==> config.mk <==
export PLATFORM = sky130hd
export DESIGN_NAME = rsa_controller
export DESIGN_NICKNAME = d
export VERILOG_FILES = /design/src/rtl/rsa_controller.sv
export SDC_FILE = /design/constraint.sdc
export NUM_CORES = 1
export LEC_CHECK = 0
export ABC_AREA = 1
export CAP_MARGIN = 20
export CORE_ASPECT_RATIO = 1.5
export CORE_MARGIN = 10
export CORE_UTILIZATION = 37
export CTS_CLUSTER_SIZE = 16
export DETAILED_ROUTE_END_ITERATION = 7
export GPL_TIMING_DRIVEN = 0
export MAX_ROUTING_LAYER = met4
export PLACE_DENSITY = 0.73
export REMOVE_ABC_BUFFERS = 1
export SLEW_MARGIN = 0
export SYNTH_ARGS = -nofsm -noshare
export SYNTH_HDL_FRONTEND = slang
export SYNTH_SLANG_ARGS = --single-unit
==> constraint.sdc <==
create_clock -name clk_i -period 3.2 [get_ports clk_i]
set_input_delay 0.48 -clock clk_i [delete_from_list [all_inputs] [get_ports clk_i]]
set_output_delay 0.48 -clock clk_i [all_outputs]
set_load 0.02 [all_outputs]
==> src/rtl/rsa_controller.sv <==
// ============================================================================
// rsa_controller
// Runs key generation once per init, then shares one modexp engine between
// encrypt and decrypt requesters with round-robin arbitration and a watchdog.
// Revision: 1.0
// ============================================================================
`default_nettype none

module rsa_controller #(
   parameter int WORD_WIDTH     = 32,
   parameter int TIMEOUT_CYCLES = 4096
) (
   input  logic                  clk_i,
   input  logic                  rst_ni,
   input  logic                  init_i,
   output logic                  ready_o,
   output logic                  busy_o,
   output logic                  kg_start_o,
   input  logic                  kg_done_i,
   input  logic [WORD_WIDTH-1:0] kg_n_i,
   input  logic [WORD_WIDTH-1:0] kg_e_i,
   input  logic [WORD_WIDTH-1:0] kg_d_i,
   input  logic                  enc_req_i,
   input  logic                  dec_req_i,
   input  logic [WORD_WIDTH-1:0] enc_msg_i,
   input  logic [WORD_WIDTH-1:0] dec_msg_i,
   output logic                  enc_ack_o,
   output logic                  dec_ack_o,
   output logic                  enc_err_o,
   output logic                  dec_err_o,
   output logic [WORD_WIDTH-1:0] enc_result_o,
   output logic [WORD_WIDTH-1:0] dec_result_o,
   output logic                  mx_start_o,
   output logic [WORD_WIDTH-1:0] mx_base_o,
   output logic [WORD_WIDTH-1:0] mx_exp_o,
   output logic [WORD_WIDTH-1:0] mx_mod_o,
   input  logic                  mx_done_i,
   input  logic [WORD_WIDTH-1:0] mx_result_i
);

   localparam int WD_W = $clog2(TIMEOUT_CYCLES + 1);

   typedef enum logic [2:0] {
      S_IDLE     = 3'd0,
      S_KG_START = 3'd1,
      S_KG_WAIT  = 3'd2,
      S_READY    = 3'd3,
      S_ARB      = 3'd4,
      S_MX_START = 3'd5,
      S_MX_WAIT  = 3'd6,
      S_RESP     = 3'd7
   } state_e;

   state_e                state_q, state_d;
   logic [WORD_WIDTH-1:0] n_q, n_d, e_q, e_d, d_q, d_d;
   logic                  favor_dec_q, favor_dec_d;
   logic                  grant_dec_q, grant_dec_d;
   logic [WD_W-1:0]       wd_q, wd_d;
   logic                  enc_err_q, enc_err_d, dec_err_q, dec_err_d;
   logic [WORD_WIDTH-1:0] enc_res_q, enc_res_d, dec_res_q, dec_res_d;
   logic [WORD_WIDTH-1:0] mx_base_q, mx_base_d, mx_exp_q, mx_exp_d, mx_mod_q, mx_mod_d;

   always_ff @(posedge clk_i or negedge rst_ni) begin
      if (!rst_ni) begin
         state_q     <= S_IDLE;
         n_q         <= '0;
         e_q         <= '0;
         d_q         <= '0;
         favor_dec_q <= 1'b0;
         grant_dec_q <= 1'b0;
         wd_q        <= '0;
         enc_err_q   <= 1'b0;
         dec_err_q   <= 1'b0;
         enc_res_q   <= '0;
         dec_res_q   <= '0;
         mx_base_q   <= '0;
         mx_exp_q    <= '0;
         mx_mod_q    <= '0;
      end else begin
         state_q     <= state_d;
         n_q         <= n_d;
         e_q         <= e_d;
         d_q         <= d_d;
         favor_dec_q <= favor_dec_d;
         grant_dec_q <= grant_dec_d;
         wd_q        <= wd_d;
         enc_err_q   <= enc_err_d;
         dec_err_q   <= dec_err_d;
         enc_res_q   <= enc_res_d;
         dec_res_q   <= dec_res_d;
         mx_base_q   <= mx_base_d;
         mx_exp_q    <= mx_exp_d;
         mx_mod_q    <= mx_mod_d;
      end
   end

   always_comb begin
      logic                  w_fin;
      logic                  w_fin_err;
      logic [WORD_WIDTH-1:0] w_fin_res;
      logic [WORD_WIDTH-1:0] w_msg;

      state_d     = state_q;
      n_d         = n_q;
      e_d         = e_q;
      d_d         = d_q;
      favor_dec_d = favor_dec_q;
      grant_dec_d = grant_dec_q;
      wd_d        = wd_q;
      enc_err_d   = enc_err_q;
      dec_err_d   = dec_err_q;
      enc_res_d   = enc_res_q;
      dec_res_d   = dec_res_q;
      mx_base_d   = mx_base_q;
      mx_exp_d    = mx_exp_q;
      mx_mod_d    = mx_mod_q;
      w_fin       = 1'b0;
      w_fin_err   = 1'b0;
      w_fin_res   = '0;
      w_msg       = grant_dec_q ? dec_msg_i : enc_msg_i;

      case (state_q)
         S_IDLE: begin
            if (init_i) state_d = S_KG_START;
         end
         S_KG_START: state_d = S_KG_WAIT;
         S_KG_WAIT: begin
            if (kg_done_i) begin
               n_d     = kg_n_i;
               e_d     = kg_e_i;
               d_d     = kg_d_i;
               state_d = S_READY;
            end
         end
         S_READY: begin
            // init has priority; any request stays pending through keygen
            if (init_i) begin
               state_d = S_KG_START;
            end else if (enc_req_i || dec_req_i) begin
               grant_dec_d = (enc_req_i && dec_req_i) ? favor_dec_q : dec_req_i;
               state_d     = S_ARB;
            end
         end
         S_ARB: begin
            if (w_msg >= n_q) begin
               w_fin     = 1'b1;
               w_fin_err = 1'b1;
               state_d   = S_RESP;
            end else begin
               mx_base_d = w_msg;
               mx_exp_d  = grant_dec_q ? d_q : e_q;
               mx_mod_d  = n_q;
               state_d   = S_MX_START;
            end
         end
         S_MX_START: begin
            wd_d    = WD_W'(1);
            state_d = S_MX_WAIT;
         end
         S_MX_WAIT: begin
            // a done arriving on the final watchdog cycle still counts as success
            if (mx_done_i) begin
               w_fin     = 1'b1;
               w_fin_res = mx_result_i;
               state_d   = S_RESP;
            end else if (wd_q >= WD_W'(TIMEOUT_CYCLES)) begin
               w_fin     = 1'b1;
               w_fin_err = 1'b1;
               state_d   = S_RESP;
            end else begin
               wd_d = wd_q + WD_W'(1);
            end
         end
         S_RESP: begin
            favor_dec_d = ~grant_dec_q;
            state_d     = S_READY;
         end
         default: state_d = S_IDLE;
      endcase

      if (w_fin) begin
         if (grant_dec_q) begin
            dec_err_d = w_fin_err;
            dec_res_d = w_fin_res;
         end else begin
            enc_err_d = w_fin_err;
            enc_res_d = w_fin_res;
         end
      end
   end

   assign ready_o      = (state_q == S_READY);
   assign busy_o       = (state_q != S_IDLE) && (state_q != S_READY);
   assign kg_start_o   = (state_q == S_KG_START);
   assign mx_start_o   = (state_q == S_MX_START);
   assign enc_ack_o    = (state_q == S_RESP) && !grant_dec_q;
   assign dec_ack_o    = (state_q == S_RESP) &&  grant_dec_q;
   assign enc_err_o    = enc_err_q;
   assign dec_err_o    = dec_err_q;
   assign enc_result_o = enc_res_q;
   assign dec_result_o = dec_res_q;
   assign mx_base_o    = mx_base_q;
   assign mx_exp_o     = mx_exp_q;
   assign mx_mod_o     = mx_mod_q;

endmodule

`default_nettype wire

==> results.tsv, run 1 <==
stage	metric	value	unit
outcome	status	finished, violations left	
outcome	violations	capacitance limit, slew limit	
logic_synthesis	syn_inst	1389	
timing	finalCritPeriodShare	0.945	
critical_path	crit_chain	buf_16 -> clkinv_16 -> nand2_1 -> nand2_1 -> ha_1 -> nand2_1 -> nor2_4 -> nand4_1 -> nor2_2 -> nand2_4 -> nand3_4 -> clkinv_8 -> buf_16 -> o211ai_1 -> nand2_1	
routing	drc	0	
floorplan	ioPinCount	367	
clock_network	cts_buffer_depth	3	
global_route	antenna_found_initial	7	
routing	wire_per_inst	20.1	um
routing	viasPerCell	4.99	
logic_synthesis	ys_seq_area_frac	0.547	
timing	slew_headroom	-0.0452	
floorplan	die-width	171	um
placed_design	dp_hpwl	28.2	mm
critical_path	cp.arrival	3.45	ns
worst_hold_path	min_from	enc_result_o[24]$_DFFE_PN0P_	
global_route	grt_first_pass_wirelength	64.2	mm
layout	drive_gt1_frac	0.127	
clock_network	cts_buffers	29	
power_and_ir_drop	cellLeakagePower	8.62	nW
worst_hold_path	hold_class	reg2reg	
layout	final_cells	2195	
clock_network	clk_pin_slew_worst_paths	0.06	ns
layout	final_util	0.541	
critical_path	start_kind	flop	
critical_path	slowest_delay	0.47	ns
logic_synthesis	ys_ff_latch	276	
timing	final-max-slew-violation-count	6	
critical_path	r2r_start	grant_dec_q$_DFFE_PN0P_	
critical_path	cp_max_fo	43	
critical_path	crit_start	grant_dec_q$_DFFE_PN0P_	
clock_network	root_buffer	clkbuf_16	
global_route	track_usage	0.201	
critical_path	crit_top_cell	nand2_1	
power_and_ir_drop	p_total	16.5	mW
clock_network	clock_sinks	276	
floorplan	rows	82	
routing	firstDrtPassIters	5	
critical_path	crit_type	reg2reg	
floorplan	fp.dieArea	0.0421	mm^2
logic_synthesis	postSynthAreaPerCell	9.10	um^2
floorplan	start_util	0.377	
routing	num_vias	11000	
global_route	first_global_vias	11000	
timing	fmax	331	MHz
routing	routed_wl	44.2	mm
clock_network	cts_tree	built	
logic_synthesis	synth_area	0.0126	mm^2
timing	worst_clock_skew	0.0143	ns
layout	layout-area-overhead-vs-synth	43.6	%
critical_path	critPathSlowestCell	dfrtp_4	
timing	setup_viol	0	
logic_synthesis	synth_cell_types	35	
power_and_ir_drop	power.density	912	mW/mm^2
placed_design	gp_congestion	0.824	
timing	worstMarginPinSlew	1.56	ns
routing	drt_iter0_markers	782	
routing	postRouteAntennaNets	0	
power_and_ir_drop	irDropWorstVdd	0.563	mV
timing	fin_ws	0.177	ns
critical_path	worstPathRequired	3.63	ns
timing	rsz0062_at_grt	true	
placed_design	placedCellCount	2107	
floorplan	core	0.0335	mm^2
clock_network	clock_latency	0.56	ns
global_route	grt_remaining_overflow	0	
timing	fin_crit	3.02	ns
layout	num-nets-final	1977	
layout	fin_area	0.0181	mm^2
clock_network	cts.htree.levels	1	
critical_path	cp-end-kind	flop	
placed_design	dpl_cell_area	0.0167	mm^2
job	cap_violations	1	
placed_design	place_ws	-2.46	ns
timing	final_hold_viol_count	0	
logic_synthesis	yosys_warnings	0	
floorplan	die_h	246	um
placed_design	numPortBuffers	366	
global_route	grt_max_degree	118	
-- critical path, delay by kind of cell, from the launching register on --
kind	cells	cell delay [ns]
fa+ha+maj	1	0.30
flops	1	0.47
buf+inv	4	0.63
compound gates	1	0.18
simple gates	9	1.24
-- cell usage after synthesis (all sizes together) --
library cell  count  area share
clkbuf           24      0.0072
clkinv            3     0.00099
o211ai           33       0.020
nor2            102       0.032
mux2i             1     0.00079
inv              60       0.018
ha               33       0.033
o21ai            45       0.018
and3              1     0.00050
nand2           514        0.16
buf              52       0.026
a21o              2      0.0012
o21a              3      0.0018
dfrtp           276        0.55
nand4             4      0.0020
nor3              9      0.0044
a21oi            56       0.022
or2              31       0.015
nand3            76       0.039
mux2             64       0.057
-- cell usage in the layout, fill, tap and decap left out, types with 17 or more instances in the layout --
| cell type | instances |
|---|---|
| nand2_1 | 503 |
| clkdlybuf4s50_1 | 365 |
| dfrtp_1 | 275 |
| nor2_1 | 94 |
| mux2_2 | 64 |
| inv_1 | 57 |
| a21oi_1 | 55 |
| nand3_1 | 53 |
| o211ai_1 | 33 |
| ha_1 | 33 |
| or2_2 | 31 |
| clkbuf_16 | 30 |
| o21ai_0 | 28 |
| nand3_2 | 21 |
| o21ai_1 | 17 |
-- area by class of cell --
| cell class | instances | area, um^2 |
|---|---|---|
| Antenna cell | 7 | 17.5 |
| Clock buffer | 44 | 832 |
| Clock inverter | 10 | 81.3 |
| Fill cell | 2982 | 15400 |
| Inverter | 63 | 277 |
| Multi-Input combinational cell | 985 | 5380 |
| Sequential cell | 276 | 6910 |
| Tap cell | 420 | 526 |
| Timing Repair Buffer | 388 | 4100 |
| Timing Repair inverter | 2 | 27.5 |
-- power breakdown --
group / switching [mW] / internal [mW]
clock network: 1.42 / 1.87
registers: 0.712 / 4.88
logic: 4.41 / 3.25
total: 6.54 / 10.0
-- path summary, 6_finish.rpt --
kind	end	slack, ns	cells after the start
hold reg to reg	enc_result_o[24]$_DFFE_PN0P_	0.47	2
max in group asynchronous	dec_result_o[11]$_DFFE_PN0P_	1.64	3
hold / removal	enc_result_o[24]$_DFFE_PN0P_	0.47	2
min in group asynchronous	mx_exp_o[13]$_DFFE_PN0P_	0.49	2
setup reg to reg	mx_exp_o[18]$_DFFE_PN0P_	0.18	15
setup / recovery	mx_exp_o[18]$_DFFE_PN0P_	0.18	15
-- metrics by stage --
stage	hold WS, ns	setup TNS (ns)
finish	0.471	0
global route	0.491	-0.00710
CTS	0.472	0
detailed placement	0.457	-340.44
global placement	0.454	-4944.23
floorplan	0.184	-885.36
-- kinds of logic after synthesis --
kind of cell	share of synthesized area
simple gates	0.249
compound gates	0.0626
fa+ha+maj	0.0327
buf+inv	0.0516
flops	0.547
mux	0.0578
-- registers in the layout, indices dropped and copies added, names as in the netlist --
name,cells
grant_dec_q,1
dec_err_o,1
mx_exp_o,32
enc_result_o,32
enc_err_o,1
n_q,32
state_q,3
e_q,32
dec_result_o,32
favor_dec_q,1
mx_mod_o,32
d_q,32
mx_base_o,32
wd_q,13
-- per-layer routing --
metal,share of wire,up-vias,GRT usage,wire length [um]
met2,0.51,366,0.337,22700
met5,0,-,-,0
li1,-,5205,-,-
met4,0.030,0,0.0772,1310
met3,0.067,81,0.0399,2940
met1,0.39,5299,0.233,17300
-- repair_timing --
action | 4_1_cts | 5_1_grt
hold endpoints to repair | 71 | 0
buffers inserted | 8 | 2
cloned | 7 | 9
pin swaps | 5 | 6
gates resized for setup | 23 | 14
hold buffers | 1 | 0
endpoints found under the setup margin | 164 | 144
No activity file was read; power rests on OpenSTA's default activity.
==> run 2, diff against run 1 <==
- ABC_AREA: 1 -> not set
- SETUP_SLACK_MARGIN: not set -> 0.5
==> run 2 against run 1 <==
  * The run ends with setup timing left
  * Flip-flop and latch count unchanged
  * Critical path depth down 1
  * Final cell count down 14%
  * Global-route usage about the same
  * Final area up 7.9%
  * Total power up 20%
  * Routed wire length down 4.5%
  * Critical endpoint is now mx_base_o[17]$_DFFE_PN0P_
  * Highest routed layer unchanged
==> results.tsv, run 2 <==
stage	metric	value	unit	change
outcome	status	finished, violations left		unchanged
outcome	violations	setup timing		was capacitance limit, slew limit
layout	final_common_cell	clkdlybuf4s50_1		was nand2_1
timing	worst_clock_skew	0.0171	ns	was 0.0143 ns
routing	routed_wl	42.2	mm	was 44.2 mm
logic_synthesis	postSynthAreaPerCell	11.9	um^2	was 9.10 um^2
clock_network	clock_latency	0.56	ns	about the same
logic_synthesis	yosysTopAreaCell	dfrtp_1		unchanged
routing	viasPerCell	5.16		was 4.99
timing	slew_headroom	0.504		was -0.0452
floorplan	rows	81		was 82
clock_network	cts.htree.levels	1		unchanged
timing	worstMarginPinSlew	0.738	ns	was 1.56 ns
logic_synthesis	yosys_warnings	0		unchanged
critical_path	cp-end-kind	flop		unchanged
critical_path	worst-r2r-cell-count	14		was 15
logic_synthesis	synth_area_leaders	dfrtp_1 56%, mux2_2 17%, mux2_1 3.6%, nand2_1 3.5%, ha_1 3.4%		was dfrtp_1 55%, nand2_1 15%, mux2_2 5.7%, ha_1 3.3%, nor2_1 2.9%
job	cap_violations	0		was 1
clock_network	clock_sinks	276		unchanged
critical_path	crit_top_cell	buf_12		was nand2_1
critical_path	cp_max_fo	7		was 43
logic_synthesis	synth_top_area_share	0.565		was 0.547
clock_network	cts_tree	built		unchanged
layout	num-nets-final	1685		was 1977
placed_design	gp_congestion	0.792		was 0.824
worst_hold_path	hold_class	in2async		was reg2reg
floorplan	die-width	168	um	was 171 um
routing	drt_iter0_markers	525		was 782
routing	wire_per_inst	22.3	um	was 20.1 um
routing	postRouteAntennaNets	0		unchanged
logic_synthesis	synth_commonest_cells	276 x dfrtp_1, 184 x mux2_2, 114 x nand2_1		was 506 x nand2_1, 276 x dfrtp_1, 97 x nor2_1
placed_design	place_ws	-1.84	ns	was -2.46 ns
critical_path	r2r-end	mx_base_o[17]$_DFFE_PN0P_		was mx_exp_o[18]$_DFFE_PN0P_
timing	setup_viol	160		was 0
critical_path	critPathSlowestCell	dfrtp_4		unchanged
clock_network	clk_pin_slew_worst_paths	0.06	ns	about the same
timing	holdWs	0.389	ns	was 0.471 ns
layout	layout-area-overhead-vs-synth	60.1	%	was 43.6%
timing	finalCritPeriodShare	1.09		was 0.945
critical_path	r2r_start	grant_dec_q$_DFFE_PN0P_		unchanged
placed_design	numPortBuffers	366		unchanged
clock_network	cts_buffer_depth	3		unchanged
logic_synthesis	ys.flop_type	dfrtp_1		unchanged
global_route	track_usage	0.201		about the same
critical_path	crit_type	reg2reg		unchanged
critical_path	start_kind	flop		unchanged
layout	final_cells	1894		was 2195
routing	firstDrtPassIters	4		was 5
placed_design	placedCellCount	1768		was 2107
logic_synthesis	ys_ff_latch	276		unchanged
timing	fmax	287	MHz	was 331 MHz
floorplan	core	0.0326	mm^2	was 0.0335 mm^2
global_route	first_global_vias	10600		was 11000
global_route	grt_remaining_overflow	0		unchanged
layout	drive_gt1_frac	0.316		was 0.127
power_and_ir_drop	power.density	1010	mW/mm^2	was 912 mW/mm^2
floorplan	fp.dieArea	0.0409	mm^2	was 0.0421 mm^2
logic_synthesis	syn_inst	1026		was 1389
layout	layout_common_cells	362 x clkdlybuf4s50_1, 273 x dfrtp_1, 144 x mux2_2		was 503 x nand2_1, 365 x clkdlybuf4s50_1, 275 x dfrtp_1
logic_synthesis	synth_area	0.0122	mm^2	was 0.0126 mm^2
timing	fin_crit	3.48	ns	was 3.02 ns
timing	final-max-slew-violation-count	0		was 6
timing	final_hold_viol_count	0		unchanged
logic_synthesis	ys_seq_area_frac	0.565		was 0.547
critical_path	worstPathRequired	3.64	ns	was 3.63 ns
logic_synthesis	yosysMostFrequentCell	dfrtp_1		was nand2_1
logic_synthesis	synth_cell_types	45		was 35
critical_path	cp.arrival	3.93	ns	was 3.45 ns
clock_network	cts_buffers	28		was 29
logic_synthesis	synth_enable_flop_cells	0		unchanged
power_and_ir_drop	cellLeakagePower	8.27	nW	was 8.62 nW
global_route	grt_first_pass_wirelength	63.0	mm	was 64.2 mm
timing	rsz0062_at_grt	true		unchanged
floorplan	start_util	0.375		was 0.377
critical_path	rrSetupSlack	-0.28	ns	was 0.18 ns
power_and_ir_drop	irDropWorstVdd	0.658	mV	was 0.563 mV
global_route	grt_max_degree	118		unchanged
timing	fin_ws	-0.285	ns	was 0.177 ns
clock_network	root_buffer	clkbuf_16		unchanged
routing	drc	0		unchanged
global_route	antenna_found_initial	4		was 7
critical_path	slowest_delay	0.56	ns	was 0.47 ns
floorplan	die_h	243	um	was 246 um
floorplan	ioPinCount	367		unchanged
logic_synthesis	async_flop_share	1.00		unchanged
placed_design	dp_hpwl	27.0	mm	was 28.2 mm
critical_path	crit_chain	buf_12 -> buf_16 -> mux2_4 -> ha_4 -> nand4_1 -> buf_6 -> buf_6 -> nor4_4 -> a211oi_4 -> buf_8 -> buf_12 -> buf_12 -> clkbuf_16 -> mux2_4		was buf_16 -> clkinv_16 -> nand2_1 -> nand2_1 -> ha_1 -> nand2_1 -> nor2_4 -> nand4_1 -> nor2_2 -> nand2_4 -> nand3_4 -> clkinv_8 -> buf_16 -> o211ai_1 -> nand2_1
routing	num_vias	9768		was 11000
timing	setup_tns	-26.87	ns	was 0 ns
run 2: cell count changes in the layout (fill, tap and decap cells not counted), sizes merged, moves of 32 or more:
cell    before  now
a21oi       56   19
buf         19   83
mux2        64  223
nand2      523  114
nand3       78   36
nor2       102   31
o211ai      33    0
o22ai        0   32
run 2: through the flow:
step	total power [mW]	area, um^2	utilization
2_1_floorplan	10.6	12000	-
3_3_place_gp	13.9	16100	0.495
3_5_place_dp	14.4	16600	0.508
4_1_cts	19.2	18800	0.576
5_1_grt	20.9	19600	0.600
6_report	19.8	19600	0.600
run 2: per-layer routing:
layer  wire length, um  GRT usage
met2             22000      0.346
met3              2870     0.0526
met1             15400      0.211
met5                 0          -
met4              1910     0.0921
run 2: layout make-up:
type / instances / area (um^2)
fillers: 2494 / 13100
flip-flops and latches: 276 / 6910
multi-input cells: 626 / 5940
repair buffers: 455 / 5020
clock buffers: 43 / 838
well taps: 415 / 519
inverters: 66 / 251
clock inverters: 9 / 85.1
diodes: 4 / 10.0
run 2: worst max path at each step:
stage                                 start                      endpoint  slack [ns]
floorplan            state_q[2]$_DFFE_PN0P_            d_q[0]$_DFFE_PN0P_       -8.48
global placement                  kg_done_i            e_q[3]$_DFFE_PN0P_      -15.33
detailed placement  grant_dec_q$_DFFE_PN0P_  dec_result_o[25]$_DFFE_PN0P_       -1.84
CTS                 grant_dec_q$_DFFE_PN0P_      mx_exp_o[30]$_DFFE_PN0P_       -0.30
global route        grant_dec_q$_DFFE_PN0P_      mx_mod_o[22]$_DFFE_PN0P_       -0.39
finish              grant_dec_q$_DFFE_PN0P_     mx_base_o[17]$_DFFE_PN0P_       -0.28
run 2: report_power, final:
group | internal [mW] | switching (mW)
logic | 5.44 | 4.83
clock network | 1.89 | 1.43
registers | 5.17 | 1.03
total | 12.5 | 7.29
run 2: timing repair:
item | 4_1_cts | 5_1_grt
gates cloned | 10 | 4
hold buffers | 1 | 0
setup endpoints to repair | 197 | 198
pin swaps | 40 | 38
hold endpoints to repair | 44 | 0
buffers inserted | 45 | 10
gates resized for setup | 160 | 146
run 2: worst max-delay path: cells and delay by family (launching register included):
kind,cells,cell delay (ns)
multiplexers,2,0.62
flip-flops,1,0.56
buffers and inverters,8,1.22
AND/OR/NAND/NOR,2,0.55
AO/OA/AOI/OAI,1,0.13
adder cells (fa/ha/maj),1,0.27
run 2: kinds of logic after synthesis:
logic type	share of synthesized area
mux	0.208
buf+inv	0.0420
flops	0.565
simple gates	0.0767
compound gates	0.0676
fa+ha+maj	0.0338
xor+xnor	0.00717
